File: config.mk
export PLATFORM = sky130hd
export DESIGN_NAME = mem_port_arbiter
export DESIGN_NICKNAME = d
export VERILOG_FILES = /design/src/rtl/mem_pkg.sv /design/src/rtl/mem_req_mux.sv /design/src/rtl/mem_port_arbiter.sv
export SDC_FILE = /design/constraint.sdc
export NUM_CORES = 1
export LEC_CHECK = 0
export BUFFER_PORTS_ARGS = -buffer_cell sky130_fd_sc_hd__buf_4
export CAP_MARGIN = 10
export CORE_AREA = 2 2 122 124
export DETAILED_ROUTE_END_ITERATION = 10
export DIE_AREA = 0 0 124 126
export PLACE_DENSITY = 0.84
export SLEW_MARGIN = 30
export SYNTH_ARGS = -nofsm -noshare
export SYNTH_HDL_FRONTEND = slang
export SYNTH_SLANG_ARGS = --single-unit
File: constraint.sdc
create_clock -name clk -period 3.9 [get_ports clk]
set_input_delay 0.585 -clock clk [delete_from_list [all_inputs] [get_ports clk]]
set_output_delay 0.585 -clock clk [all_outputs]
set_load 0.01 [all_outputs]
File: src/rtl/mem_pkg.sv
// Shared definitions for the data-cache port arbiter: FSM state encoding
// and lane index constants used by the top and the request mux.
package mem_pkg;

   // Arbiter states (two-bit legacy-compatible encoding)
   localparam logic [1:0] IDLE = 2'd0;   // waiting for an M-stage group
   localparam logic [1:0] L0   = 2'd1;   // lane 0 access outstanding
   localparam logic [1:0] L1   = 2'd2;   // lane 1 access outstanding
   localparam logic [1:0] DONE = 2'd3;   // group finished, pipeline advances

   // Lane indices
   localparam logic LANE_0 = 1'b0;
   localparam logic LANE_1 = 1'b1;
   localparam int   NUM_LANES = 2;

   // State owning the access of a given lane
   function automatic logic [1:0] lane_state(input int lane);
      return (lane == 0) ? L0 : L1;
   endfunction

endpackage

File: src/rtl/mem_req_mux.sv
// Registered selection of one lane's memory request onto the cache port.
// The strobes, address and write data are loaded when an access starts and
// cleared when the group leaves the access states, so the cache only ever
// sees clean registered signals.
module mem_req_mux
   import mem_pkg::*;
#(
   parameter int AW = 32,
   parameter int DW = 32
) (
   input  logic          clk,
   input  logic          reset,
   input  logic          load,
   input  logic          clear,
   input  logic          sel,
   input  logic          we_0,
   input  logic [AW-1:0] addr_0,
   input  logic [DW-1:0] wdata_0,
   input  logic          we_1,
   input  logic [AW-1:0] addr_1,
   input  logic [DW-1:0] wdata_1,
   output logic          cache_re,
   output logic          cache_we,
   output logic [AW-1:0] cache_addr,
   output logic [DW-1:0] cache_wd
);

   logic          sel_we;
   logic [AW-1:0] sel_addr;
   logic [DW-1:0] sel_wdata;

   // Pick the lane whose request is about to be issued
   always_comb begin
      sel_we    = we_0;
      sel_addr  = addr_0;
      sel_wdata = wdata_0;
      if (sel == LANE_1) begin
         sel_we    = we_1;
         sel_addr  = addr_1;
         sel_wdata = wdata_1;
      end
   end

   // Cache request registers: load wins over clear so L0 -> L1 hands over directly
   always_ff @(posedge clk) begin
      if (!reset) begin
         cache_re   <= 1'b0;
         cache_we   <= 1'b0;
         cache_addr <= '0;
         cache_wd   <= '0;
      end else if (load) begin
         cache_re   <= ~sel_we;
         cache_we   <= sel_we;
         cache_addr <= sel_addr;
         cache_wd   <= sel_wdata;
      end else if (clear) begin
         cache_re   <= 1'b0;
         cache_we   <= 1'b0;
         cache_addr <= '0;
         cache_wd   <= '0;
      end
   end

endmodule

File: src/rtl/mem_port_arbiter.sv
// Serialises the memory ops of a dual-issue M-stage group onto the single
// data-cache port: lane 0 first, then lane 1. Stalls the pipeline until the
// group is serviced, captures load data per lane, watches for a cache that
// never answers and counts groups that carried two memory ops.
module mem_port_arbiter
   import mem_pkg::*;
#(
   parameter int AW      = 32,
   parameter int DW      = 32,
   parameter int TIMEOUT = 255,
   parameter int CNT_W   = 16
) (
   input  logic             clk,
   input  logic             reset,
   input  logic             req_0,
   input  logic             we_0,
   input  logic [AW-1:0]    addr_0,
   input  logic [DW-1:0]    wdata_0,
   input  logic             req_1,
   input  logic             we_1,
   input  logic [AW-1:0]    addr_1,
   input  logic [DW-1:0]    wdata_1,
   output logic             cache_re,
   output logic             cache_we,
   output logic [AW-1:0]    cache_addr,
   output logic [DW-1:0]    cache_wd,
   input  logic [DW-1:0]    cache_rd,
   input  logic             cache_ready,
   output logic [DW-1:0]    rdata_0,
   output logic [DW-1:0]    rdata_1,
   output logic             pipe_stall,
   output logic             err_timeout,
   output logic [CNT_W-1:0] dual_cnt
);

   // Timer wide enough to hold TIMEOUT; it saturates there
   localparam int            TW        = $clog2(TIMEOUT + 1) + 1;
   localparam logic [TW-1:0] TIMER_MAX = TW'(TIMEOUT);
   localparam logic [TW-1:0] TIMER_ARM = TW'(TIMEOUT - 1);

   logic [1:0]       state_reg, state_next;
   logic [TW-1:0]    timer_reg;
   logic             err_reg;
   logic [CNT_W-1:0] dual_reg;
   logic             load, clear, sel;
   logic             in_access, waiting;
   logic             stall_raw;
   logic [NUM_LANES-1:0] lane_we;
   logic [DW-1:0]    rdata_arr [NUM_LANES];

   assign lane_we   = {we_1, we_0};
   assign in_access = (state_reg == L0) || (state_reg == L1);
   assign waiting   = in_access && !cache_ready;

   // Next-state and request-mux control
   always_comb begin
      state_next = state_reg;
      load       = 1'b0;
      clear      = 1'b0;
      sel        = LANE_0;
      case (state_reg)
         IDLE: begin
            if (req_0) begin
               state_next = L0;
               load       = 1'b1;
               sel        = LANE_0;
            end else if (req_1) begin
               state_next = L1;
               load       = 1'b1;
               sel        = LANE_1;
            end
         end
         L0: begin
            if (cache_ready) begin
               if (req_1) begin
                  state_next = L1;
                  load       = 1'b1;
                  sel        = LANE_1;
               end else begin
                  state_next = DONE;
                  clear      = 1'b1;
               end
            end
         end
         L1: begin
            if (cache_ready) begin
               state_next = DONE;
               clear      = 1'b1;
            end
         end
         DONE: begin
            // Requests still belong to the group that just finished
            state_next = IDLE;
         end
         default: begin
            state_next = IDLE;
         end
      endcase
   end

   // FSM state register
   always_ff @(posedge clk) begin
      if (!reset) begin
         state_reg <= IDLE;
      end else begin
         state_reg <= state_next;
      end
   end

   // Stall decode; the pipeline is held in reset too, so no stall is reported then
   always_comb begin
      stall_raw = 1'b0;
      case (state_reg)
         IDLE:    stall_raw = req_0 | req_1;
         L0, L1:  stall_raw = 1'b1;
         default: stall_raw = 1'b0;
      endcase
      pipe_stall = reset & stall_raw;
   end

   // Watchdog timer: restarts with each access, counts cycles without cache_ready
   always_ff @(posedge clk) begin
      if (!reset) begin
         timer_reg <= '0;
      end else if (load) begin
         timer_reg <= '0;
      end else if (waiting && (timer_reg != TIMER_MAX)) begin
         timer_reg <= timer_reg + 1'b1;
      end
   end

   // Sticky timeout flag, set on the edge where the timer reaches TIMEOUT
   always_ff @(posedge clk) begin
      if (!reset) begin
         err_reg <= 1'b0;
      end else if (waiting && (timer_reg >= TIMER_ARM)) begin
         err_reg <= 1'b1;
      end
   end

   // Saturating count of groups in which both lanes had a memory op
   always_ff @(posedge clk) begin
      if (!reset) begin
         dual_reg <= '0;
      end else if ((state_reg == IDLE) && req_0 && req_1 && (dual_reg != '1)) begin
         dual_reg <= dual_reg + 1'b1;
      end
   end

   // Per-lane load result registers, captured only in that lane's access state
   for (genvar gi = 0; gi < NUM_LANES; gi++) begin : g_lane
      localparam logic [1:0] OWN_STATE = lane_state(gi);
      logic [DW-1:0] cap_reg;

      // Capture read data when this lane's load completes
      always_ff @(posedge clk) begin
         if (!reset) begin
            cap_reg <= '0;
         end else if ((state_reg == OWN_STATE) && cache_ready && !lane_we[gi]) begin
            cap_reg <= cache_rd;
         end
      end

      assign rdata_arr[gi] = cap_reg;
   end

   mem_req_mux #(
      .AW (AW),
      .DW (DW)
   ) u_req_mux (
      .clk        (clk),
      .reset      (reset),
      .load       (load),
      .clear      (clear),
      .sel        (sel),
      .we_0       (we_0),
      .addr_0     (addr_0),
      .wdata_0    (wdata_0),
      .we_1       (we_1),
      .addr_1     (addr_1),
      .wdata_1    (wdata_1),
      .cache_re   (cache_re),
      .cache_we   (cache_we),
      .cache_addr (cache_addr),
      .cache_wd   (cache_wd)
   );

   assign rdata_0     = rdata_arr[0];
   assign rdata_1     = rdata_arr[1];
   assign err_timeout = err_reg;
   assign dual_cnt    = dual_reg;

endmodule

==> results of run 1 <==
==> kinds of logic after synthesis <==
logic type / after synthesis / synth area share [%]
and+or+nand+nor: 347 / 22.97
AOI/OAI and AO/OA: 176 / 21.19
DFF: 158 / 44.05
buffers and inverters: 144 / 8.887
adders and majority gates: 11 / 1.917
xor gates and xnor gates: 7 / 0.8538
muxes: 1 / 0.1394
==> report_power, final <==
part	internal [mW]	leakage, nW	switching [mW]
combinational	0.842	2.59	1.18
clock	0.862	0.269	0.704
sequential	1.89	1.29	0.163
total	3.60	4.14	2.05
==> critical path, cell delays in order (launching register included) <==
cell and delay [ps]:
sky130_fd_sc_hd__dfxtp_1 350, sky130_fd_sc_hd__inv_1 160, sky130_fd_sc_hd__ha_1 310, sky130_fd_sc_hd__o21ai_4 130
sky130_fd_sc_hd__a211oi_1 260, sky130_fd_sc_hd__buf_4 170
==> layout make-up <==
class / count / area, sq um / share of cell area, %
clock buffers: 19 / 452.9 / 4.478
clock inverters: 13 / 105.1 / 1.039
inverters: 74 / 277.8 / 2.746
flip-flops and latches: 158 / 3163 / 31.27
well taps: 184 / 230.2 / 2.276
multi-input cells: 542 / 3406 / 33.67
repair buffers: 327 / 2480 / 24.52
==> placed cells by master, fill, tap and decap left out, types with 2 or more instances in the layout <==
master and n:
sky130_fd_sc_hd__or4_1 5, sky130_fd_sc_hd__o221ai_2 50, sky130_fd_sc_hd__dfxtp_1 158, sky130_fd_sc_hd__and3_1 9, sky130_fd_sc_hd__buf_12 2, sky130_fd_sc_hd__inv_1 73, sky130_fd_sc_hd__buf_4 325, sky130_fd_sc_hd__clkinvlp_4 3
sky130_fd_sc_hd__xor2_1 6, sky130_fd_sc_hd__nor2_2 2, sky130_fd_sc_hd__a211oi_1 5, sky130_fd_sc_hd__o21ai_0 7, sky130_fd_sc_hd__ha_1 11, sky130_fd_sc_hd__or3_1 5, sky130_fd_sc_hd__nand2_1 203, sky130_fd_sc_hd__nor2b_1 2
sky130_fd_sc_hd__nand4_1 75, sky130_fd_sc_hd__o31ai_1 6, sky130_fd_sc_hd__nor4_1 3, sky130_fd_sc_hd__nor3_1 3, sky130_fd_sc_hd__or2_2 2, sky130_fd_sc_hd__clkbuf_8 2, sky130_fd_sc_hd__a21oi_1 78, sky130_fd_sc_hd__clkinv_2 2
sky130_fd_sc_hd__a31oi_1 2, sky130_fd_sc_hd__nand2b_1 2, sky130_fd_sc_hd__o21a_1 2, sky130_fd_sc_hd__inv_6 5, sky130_fd_sc_hd__and2_1 2, sky130_fd_sc_hd__nor2_1 16, sky130_fd_sc_hd__clkbuf_16 17, sky130_fd_sc_hd__clkinv_4 2
sky130_fd_sc_hd__and4_1 5, sky130_fd_sc_hd__o221ai_1 15, sky130_fd_sc_hd__nand3_1 7
==> layer usage <==
| layer | vias to the layer above | track usage (%) |
|---|---|---|
| met5 | - | 0 |
| met2 | 309 | 46.25 |
| met1 | 3369 | 33.13 |
| met3 | 57 | 8.922 |
| li1 | 3530 | - |
| met4 | 0 | 12.10 |
==> how the worst max path moves through the flow <==
stage | endpoint | start | slack, ps
finish | pipe_stall | state_reg[1] | 1530
global route | u_req_mux.cache_wd[22] | state_reg[1] | 1380
CTS | pipe_stall | state_reg[1] | 1510
detailed placement | u_req_mux.cache_wd[27] | req_1 | 1330
global placement | u_req_mux.cache_wd[29] | req_1 | 1350
floorplan | timer_reg[7] | timer_reg[5] | 1940
==> per-stage QoR <==
step / instances / area (sq um) / worst slack (ps)
5_1_grt: 1317 / 10110 / 1385
3_3_place_gp: 1285 / 9557 / 1353
3_5_place_dp: 1285 / 9557 / 1328
6_report: 1317 / 10110 / 1525
4_1_cts: 1317 / 10110 / 1510
2_1_floorplan: 844 / 7181 / 1939
==> impl_metrics.yaml, run 1 <==
yosys:
  number_of_synthesized_flops_with_an_enable_pin: 0
  synth_seq_cells: 158
  postSynthAreaPerCell_sq_um: 8.508
  mapped_cell_area_sq_um: 7181
  async_flop_share_pct: 0
  synth_area_leaders: "sky130_fd_sc_hd__dfxtp_1 44%, sky130_fd_sc_hd__nand2_1 11%, sky130_fd_sc_hd__o221ai_2 10%, sky130_fd_sc_hd__nand4_1 6.5%, sky130_fd_sc_hd__a21oi_1 5.5%"
  synth.top_cells.by_count: "203 x sky130_fd_sc_hd__nand2_1, 158 x sky130_fd_sc_hd__dfxtp_1, 79 x sky130_fd_sc_hd__a21oi_1"
  synthDominantCellAreaShare_pct: 44.05
  yosysMostFrequentCell: "sky130_fd_sc_hd__nand2_1"
  synth.yosys.warnings: 0
  synth_sequential_area_ratio_pct: 44.05
  ys.flop_type: "sky130_fd_sc_hd__dfxtp_1"
  synth_cells: 844
  leading_area_contributor_after_synthesis: "sky130_fd_sc_hd__dfxtp_1"
  library_cells_used_by_synthesis: 49
  syn-num-nets: 1022
sta:
  maxSlewViolCount: 0
  final.hold.worst_slack_ps: 407.6
  timing.setup.tns_ps: 0
  setup-violations-final: 0
  hold_violations: 0
  clock.fmax_mhz: 421.1
  period_minus_slack_ps: 2375
  max_slew_margin_pct: 44.51
  worstMarginPinSlew_ps: 831.4
  final.setup_skew_ps: 11.11
  final.period_utilization_pct: 60.89
  grt_setup_unrepaired: "false"
pwr:
  finalPower_mw: 5.644
  power_density_nw_per_um2: 558.0
  ir_worst_vdd_uv: 341.5
  static_leakage_nw: 4.143
detailed_routing:
  detail_route.wirelength_mm: 22.15
  first_pass_iters: 4
  route.detailed.drc: 0
  avgViaCountPerCell: 5.516
  vias: 7265
  starting_drc_count_in_detailed_routing: 363
  top_signal_layer_used: "met4"
  wl_met2_mm: 10.80
  post_drt_wl_per_cell_um: 16.81
  wl_met1_mm: 8.525
  wl_met3_mm: 2.085
  ant_nets: 0
clock_network:
  tritoncts.num_buffers: 17
  clock_tree.root_cell: "sky130_fd_sc_hd__clkbuf_16"
  cts.sinks: 158
  cts-resized-gates: 0
  max-clock-path-buffers: 2
  cts_hold_buffers: 0
  clkLatencyLatePin_ps: 420
  tritoncts: "built"
  h-tree-depth: 4
  post-cts-setup-buffers: 0
  path_clk_slew_ps: 70
hold_path:
  hold-path-endpoint: "u_req_mux.cache_addr[8]"
  min_from: "addr_1[8]"
  min_path_type: "in2reg"
  holdPathStages: 3
global_route:
  track_usage_pct: 27.98
  grt_antenna_before_repair: 0
  first_global_vias: 6833
  pin_count_of_the_biggest_net_entering_global_routing: 131
  grt_remaining_overflow: 0
  grt_first_pass_wirelength_mm: 34.60
worst_setup_path:
  r2r.worst_path.cells: 7
  cp-start-kind: "flip-flop"
  reg2reg_setup_slack_ps: 1580
  path_max_fanout: 5
  rr_startpoint: "state_reg[1]"
  worst_ep_required_time_ps: 3310
  regToRegEndpoint: "u_req_mux.cache_wd[27]"
  critical_path_class: "reg2out"
  cp-end-kind: "primary output"
  critical_path_arrival_ps: 1790
job:
  max-cap-violations: 0
floorplan:
  die_width_um: 124
  die_h_um: 126
  coreArea_sq_um: 14310
  die_area_sq_um: 15620
  boundaryPins: 315
  floorplan.rows: 44
  floorplan.initialDensity_pct: 50.17
layout:
  filler_cell_count: 1136
  drive_above_1_share_pct: 37.25
  antenna-diode-count: 0
  final_net_count: 1298
  flow.area_growth_from_synthesis_pct: 40.86
  final_core_util_pct: 70.66
place:
  finalWeightedCongestion: 0.8843
  buffer_ports.inserted: 314
  place_hpwl_mm: 15.81
status:
  run_status: "complete, no violations"
No activity file was read; power rests on OpenSTA's default activity.
==> inputs of run 2 (changes only) <==
--- a/config.mk
+++ b/config.mk
@@ -7,10 +7,9 @@
 export LEC_CHECK = 0
 export BUFFER_PORTS_ARGS = -buffer_cell sky130_fd_sc_hd__buf_4
 export CAP_MARGIN = 10
-export CORE_AREA = 2 2 122 124
+export CORE_UTILIZATION = 48
 export DETAILED_ROUTE_END_ITERATION = 10
-export DIE_AREA = 0 0 124 126
-export PLACE_DENSITY = 0.84
+export PLACE_DENSITY = 0.81
 export SLEW_MARGIN = 30
 export SYNTH_ARGS = -nofsm -noshare
 export SYNTH_HDL_FRONTEND = slang
==> constraint.sdc (replaced) <==
create_clock -name clk -period 2.5 [get_ports clk]
set_input_delay 0.375 -clock clk [delete_from_list [all_inputs] [get_ports clk]]
set_output_delay 0.375 -clock clk [all_outputs]
set_load 0.01 [all_outputs]
==> impl_metrics.yaml, run 2 (synthesized netlist as in run 1, its figures left out) <==
clock_network:
  cts-resized-gates: 0
  h-tree-depth: 4
  post-cts-setup-buffers: 0
  tritoncts: "built"
  clkLatencyLatePin_ps: 420
  clock_tree.root_cell: "sky130_fd_sc_hd__clkbuf_16"
  cts.sinks: 158
  tritoncts.num_buffers: 17
  cts_hold_buffers: 0
  max-clock-path-buffers: 2
  path_clk_slew_ps: 70
sta:
  setup-violations-final: 0
  period_minus_slack_ps: 2201
  grt_setup_unrepaired: "false"
  worstMarginPinSlew_ps: 844.8
  smallest_setup_slack_after_layout_ps: 298.6
  timing.setup.tns_ps: 0
  final.hold.worst_slack_ps: 201.9
  final.period_utilization_pct: 88.06
  hold_violations: 0
  max_slew_margin_pct: 43.68
  maxSlewViolCount: 0
  clock.fmax_mhz: 454.2
  final.setup_skew_ps: 10.76
pwr:
  ir_worst_vdd_uv: 640.5
  seq_power_share_pct: 35.1
  static_leakage_nw: 4.186
  power_frac_clock_pct: 29.8
  intPower_mw: 5.913
  power_density_nw_per_um2: 893.4
  power_frac_comb_pct: 35.0
  total_switching_power_mw: 3.209
  power_switching_share_pct: 35.18
worst_setup_path:
  worst_path_largest_cell_delay_ps: 410
  cp-end-kind: "primary output"
  critical_path.cell_chain: "inv_1 > ha_1 > inv_1 > a211oi_1 > buf_4"
  cp-start-kind: "flip-flop"
  worst_ep_required_time_ps: 2120
  worst_path_max_delay_cell: "sky130_fd_sc_hd__dfxtp_1"
  critical_path_arrival_ps: 1830
  critical_path_class: "reg2out"
  path_max_fanout: 5
  worst_path_most_repeated_cell: "sky130_fd_sc_hd__inv_1"
floorplan:
  die_area_sq_um: 15450
  coreArea_sq_um: 14590
  boundaryPins: 315
  floorplan.initialDensity_pct: 49.22
  floorplan.rows: 44
  die_h_um: 124.3
  die_width_um: 124.3
global_route:
  grt_first_pass_wirelength_mm: 35.35
  grt_remaining_overflow: 0
  grt_antenna_before_repair: 0
  track_usage_pct: 28.40
  first_global_vias: 6900
  pin_count_of_the_biggest_net_entering_global_routing: 81
detailed_routing:
  detail_route.wirelength_mm: 22.29
  first_pass_iters: 5
  avgViaCountPerCell: 5.582
  ant_nets: 0
  post_drt_wl_per_cell_um: 16.91
  starting_drc_count_in_detailed_routing: 477
  vias: 7357
  route.detailed.drc: 0
layout:
  drive_above_1_share_pct: 37.30
  flow.area_growth_from_synthesis_pct: 42.20
  final_core_util_pct: 69.99
  filler_cell_count: 1202
  final_net_count: 1299
  area.sequential_sq_um: 3163
  antenna-diode-count: 0
  multi_input_area_sq_um: 3406
  most-common-layout-cells: "324 x sky130_fd_sc_hd__buf_4, 203 x sky130_fd_sc_hd__nand2_1, 158 x sky130_fd_sc_hd__dfxtp_1, 78 x sky130_fd_sc_hd__a21oi_1, 75 x sky130_fd_sc_hd__nand4_1"
  stdcell_area_sq_um: 10210
  layout_commonest_cell: "sky130_fd_sc_hd__buf_4"
job:
  max-cap-violations: 0
place:
  placed_cell_area_sq_um: 9589
  finalWeightedCongestion: 0.8687
  preCtsSetupSlack_ps: 367.2
  buffer_ports.inserted: 314
  place_hpwl_mm: 15.59
status:
  run_status: "complete, no violations"
hold_path:
  min_path_type: "in2reg"
[run 2: changes by cell type in the layout (fill, tap and decap cells not counted)]
| cell | before | now |
|---|---|---|
| sky130_fd_sc_hd__inv_6 | 5 | 3 |
| sky130_fd_sc_hd__bufinv_16 | 0 | 3 |
| sky130_fd_sc_hd__clkinv_2 | 2 | 1 |
| sky130_fd_sc_hd__clkinvlp_4 | 3 | 2 |
| sky130_fd_sc_hd__buf_4 | 325 | 324 |
| sky130_fd_sc_hd__clkinv_4 | 2 | 4 |
| sky130_fd_sc_hd__buf_12 | 2 | 4 |
| sky130_fd_sc_hd__clkbuf_8 | 2 | 1 |
[run 2: path summary, 6_finish.rpt]
path / from / end / slack (ps) / depth (start not counted)
min: addr_1[0] / u_req_mux.cache_addr[0] / 200 / 3
min reg2reg: rdata_1[6] / rdata_1[6] / 450 / 2
max: state_reg[0] / pipe_stall / 300 / 5
max reg2reg: state_reg[1] / u_req_mux.cache_addr[8] / 350 / 7
[run 2: stage by stage]
step	power [mW]	instances
after detailed placement	6.451	1286
final	9.122	1318
after floorplan	5.179	844
after global placement	6.371	1285
after global routing	9.621	1318
after CTS	9.183	1318
[run 2: worst max-delay path: cells and delay by family, from the launching register on]
| kind | cells | cell delay [ps] |
|---|---|---|
| DFF | 1 | 410 |
| buffers and inverters | 3 | 390 |
| adders and majority gates | 1 | 380 |
| AOI/OAI and AO/OA | 1 | 240 |
[run 2: power by group through the flow]
stage | clock network (mW) | registers, mW | logic (mW)
after CTS | 2.77 | 3.20 | 3.21
after floorplan | 0 | 3.41 | 1.77
after global placement | 0 | 3.23 | 3.14
after global routing | 2.88 | 3.26 | 3.49
after detailed placement | 0 | 3.25 | 3.20
final | 2.72 | 3.21 | 3.20
[run 2: per-layer routing]
layer / vias to the layer above / track usage (%) / share of wire [%] / wire length [um]
met5: - / 0 / 0 / 0
met4: 0 / 12.69 / 3.3 / 725
met3: 44 / 8.247 / 7.9 / 1759
met2: 312 / 46.86 / 49 / 11020
met1: 3458 / 34.11 / 39 / 8780
li1: 3543 / - / - / -
[run 2: area by class of cell]
class	instances	share of cell area, %
Multi-Input combinational cell	542	33.35
Sequential cell	158	30.98
Timing Repair Buffer	328	24.60
Clock buffer	18	4.301
Inverter	74	2.720
Tap cell	184	2.255
Clock inverter	14	1.789
==> inputs of run 3 (changes only) <==
--- a/config.mk
+++ b/config.mk
@@ -5,11 +5,11 @@
 export SDC_FILE = /design/constraint.sdc
 export NUM_CORES = 1
 export LEC_CHECK = 0
-export BUFFER_PORTS_ARGS = -buffer_cell sky130_fd_sc_hd__buf_4
 export CAP_MARGIN = 10
-export CORE_UTILIZATION = 48
+export CORE_AREA = 2 2 124 126
 export DETAILED_ROUTE_END_ITERATION = 10
-export PLACE_DENSITY = 0.81
+export DIE_AREA = 0 0 126 128
+export DONT_BUFFER_PORTS = 1
 export SLEW_MARGIN = 30
 export SYNTH_ARGS = -nofsm -noshare
 export SYNTH_HDL_FRONTEND = slang
==> impl_metrics.yaml, run 3 (synthesized netlist as in run 1, its figures left out) <==
global_route:
  grt_antenna_before_repair: 0
  grt_remaining_overflow: 0
  track_usage_pct: 22.30
  grt_first_pass_wirelength_mm: 29.21
  first_global_vias: 5747
  pin_count_of_the_biggest_net_entering_global_routing: 131
floorplan:
  floorplan.rows: 45
  die_h_um: 128
  die_area_sq_um: 16130
  coreArea_sq_um: 14860
  die_width_um: 126
  floorplan.initialDensity_pct: 48.31
  boundaryPins: 315
detailed_routing:
  post_drt_wl_per_cell_um: 18.72
  detail_route.wirelength_mm: 18.82
  starting_drc_count_in_detailed_routing: 419
  vias: 5999
  ant_nets: 0
  route.detailed.drc: 0
  avgViaCountPerCell: 5.969
  first_pass_iters: 4
hold_path:
  min_path_type: "in2reg"
worst_setup_path:
  worst_ep_required_time_ps: 2120
  path_max_fanout: 5
  cp-start-kind: "flip-flop"
  critical_path_class: "reg2out"
  critical_path_arrival_ps: 1850
  cp-end-kind: "primary output"
clock_network:
  max-clock-path-buffers: 2
  clkLatencyLatePin_ps: 420
  post-cts-setup-buffers: 0
  tritoncts.num_buffers: 17
  cts-resized-gates: 0
  cts.sinks: 158
  path_clk_slew_ps: 60
  tritoncts: "built"
  cts_hold_buffers: 0
  h-tree-depth: 4
  clock_tree.root_cell: "sky130_fd_sc_hd__clkbuf_16"
place:
  place_hpwl_mm: 13.36
  dp_cells: 973
  placed_cell_area_sq_um: 7214
  finalWeightedCongestion: 0.8696
  buffer_ports.inserted: 0
  preCtsSetupSlack_ps: 325.6
pwr:
  power_density_nw_per_um2: 1027
  ir_worst_vdd_uv: 448.1
  static_leakage_nw: 2.557
sta:
  period_minus_slack_ps: 2225
  worstMarginPinSlew_ps: 775.4
  setup-violations-final: 0
  hold_violations: 0
  smallest_setup_slack_after_layout_ps: 275.2
  maxSlewViolCount: 0
  final.setup_skew_ps: 12.95
  clock.fmax_mhz: 449.5
  timing.setup.tns_ps: 0
  final.period_utilization_pct: 88.99
  max_slew_margin_pct: 48.31
  grt_setup_unrepaired: "false"
layout:
  finish.cell_count_without_fillers: 1005
  stdcell_area_sq_um: 7791
  most-common-layout-cells: "203 x sky130_fd_sc_hd__nand2_1, 158 x sky130_fd_sc_hd__dfxtp_1, 78 x sky130_fd_sc_hd__a21oi_1, 75 x sky130_fd_sc_hd__nand4_1, 73 x sky130_fd_sc_hd__inv_1"
  flow.area_growth_from_synthesis_pct: 8.503
  final_net_count: 982
  drive_above_1_share_pct: 12.97
  final_core_util_pct: 52.42
  layout_commonest_cell: "sky130_fd_sc_hd__nand2_1"
  antenna-diode-count: 0
job:
  max-cap-violations: 0
status:
  run_status: "complete, no violations"
==> run 3: cell types whose count changed in the layout (fill, tap and decap cells not counted) <==
| cell | delta |
|---|---|
| sky130_fd_sc_hd__buf_4 | -317 |
| sky130_fd_sc_hd__inv_8 | +4 |
| sky130_fd_sc_hd__bufinv_16 | -3 |
| sky130_fd_sc_hd__clkinv_4 | -2 |
| sky130_fd_sc_hd__clkinv_8 | +2 |
| sky130_fd_sc_hd__clkbuf_8 | -1 |
| sky130_fd_sc_hd__clkinvlp_4 | +1 |
| sky130_fd_sc_hd__inv_6 | -1 |
==> run 3: worst max-delay path, cell delays in order, from the launching register on <==
cell                       delay, ps
sky130_fd_sc_hd__dfxtp_1         400
sky130_fd_sc_hd__inv_1           120
sky130_fd_sc_hd__ha_1            370
sky130_fd_sc_hd__inv_1            90
sky130_fd_sc_hd__a211oi_1        460
==> run 3: final timing paths <==
| path | end | slack (ps) | startpoint | cells after the start |
|---|---|---|---|---|
| worst max-delay path | pipe_stall | 280 | state_reg[0] | 4 |
| worst min-delay path | dual_cnt[15] | 80 | reset | 1 |
| worst max register to register | u_req_mux.cache_addr[4] | 340 | state_reg[1] | 7 |
| worst min register to register | rdata_1[30] | 500 | rdata_1[30] | 2 |
==> run 3: area by class of cell <==
| class | count | area, sq um |
|---|---|---|
| clock buffer | 17 | 425.4 |
| clock inverter | 15 | 151.4 |
| tap | 188 | 235.2 |
| sequential | 158 | 3163 |
| inverter | 74 | 277.8 |
| timing repair buffer | 11 | 132.6 |
| multi-input combinational | 542 | 3406 |
| fill | 1331 | 7073 |
==> run 3: metal layers <==
layer / track usage (%) / share of wire [%]
met5: 0 / 0
met2: 38.11 / 51
met3: 8.723 / 9.3
met1: 25.73 / 38
met4: 7.175 / 1.5
==> run 3: where the power goes <==
part	total [mW]	switching, mW	internal, mW
Clock	2.49	1.16	1.33
Sequential	3.48	0.528	2.95
Combinational	2.03	1.33	0.703
Total	8.00	3.02	4.98
==> run 3: through the flow <==
step,hold WS (ps),total power [mW]
finish,81.34,8.002
global route,72.49,8.466
CTS,61.37,8.100
detailed placement,496.4,5.597
global placement,490.7,5.490
floorplan,471.7,5.179
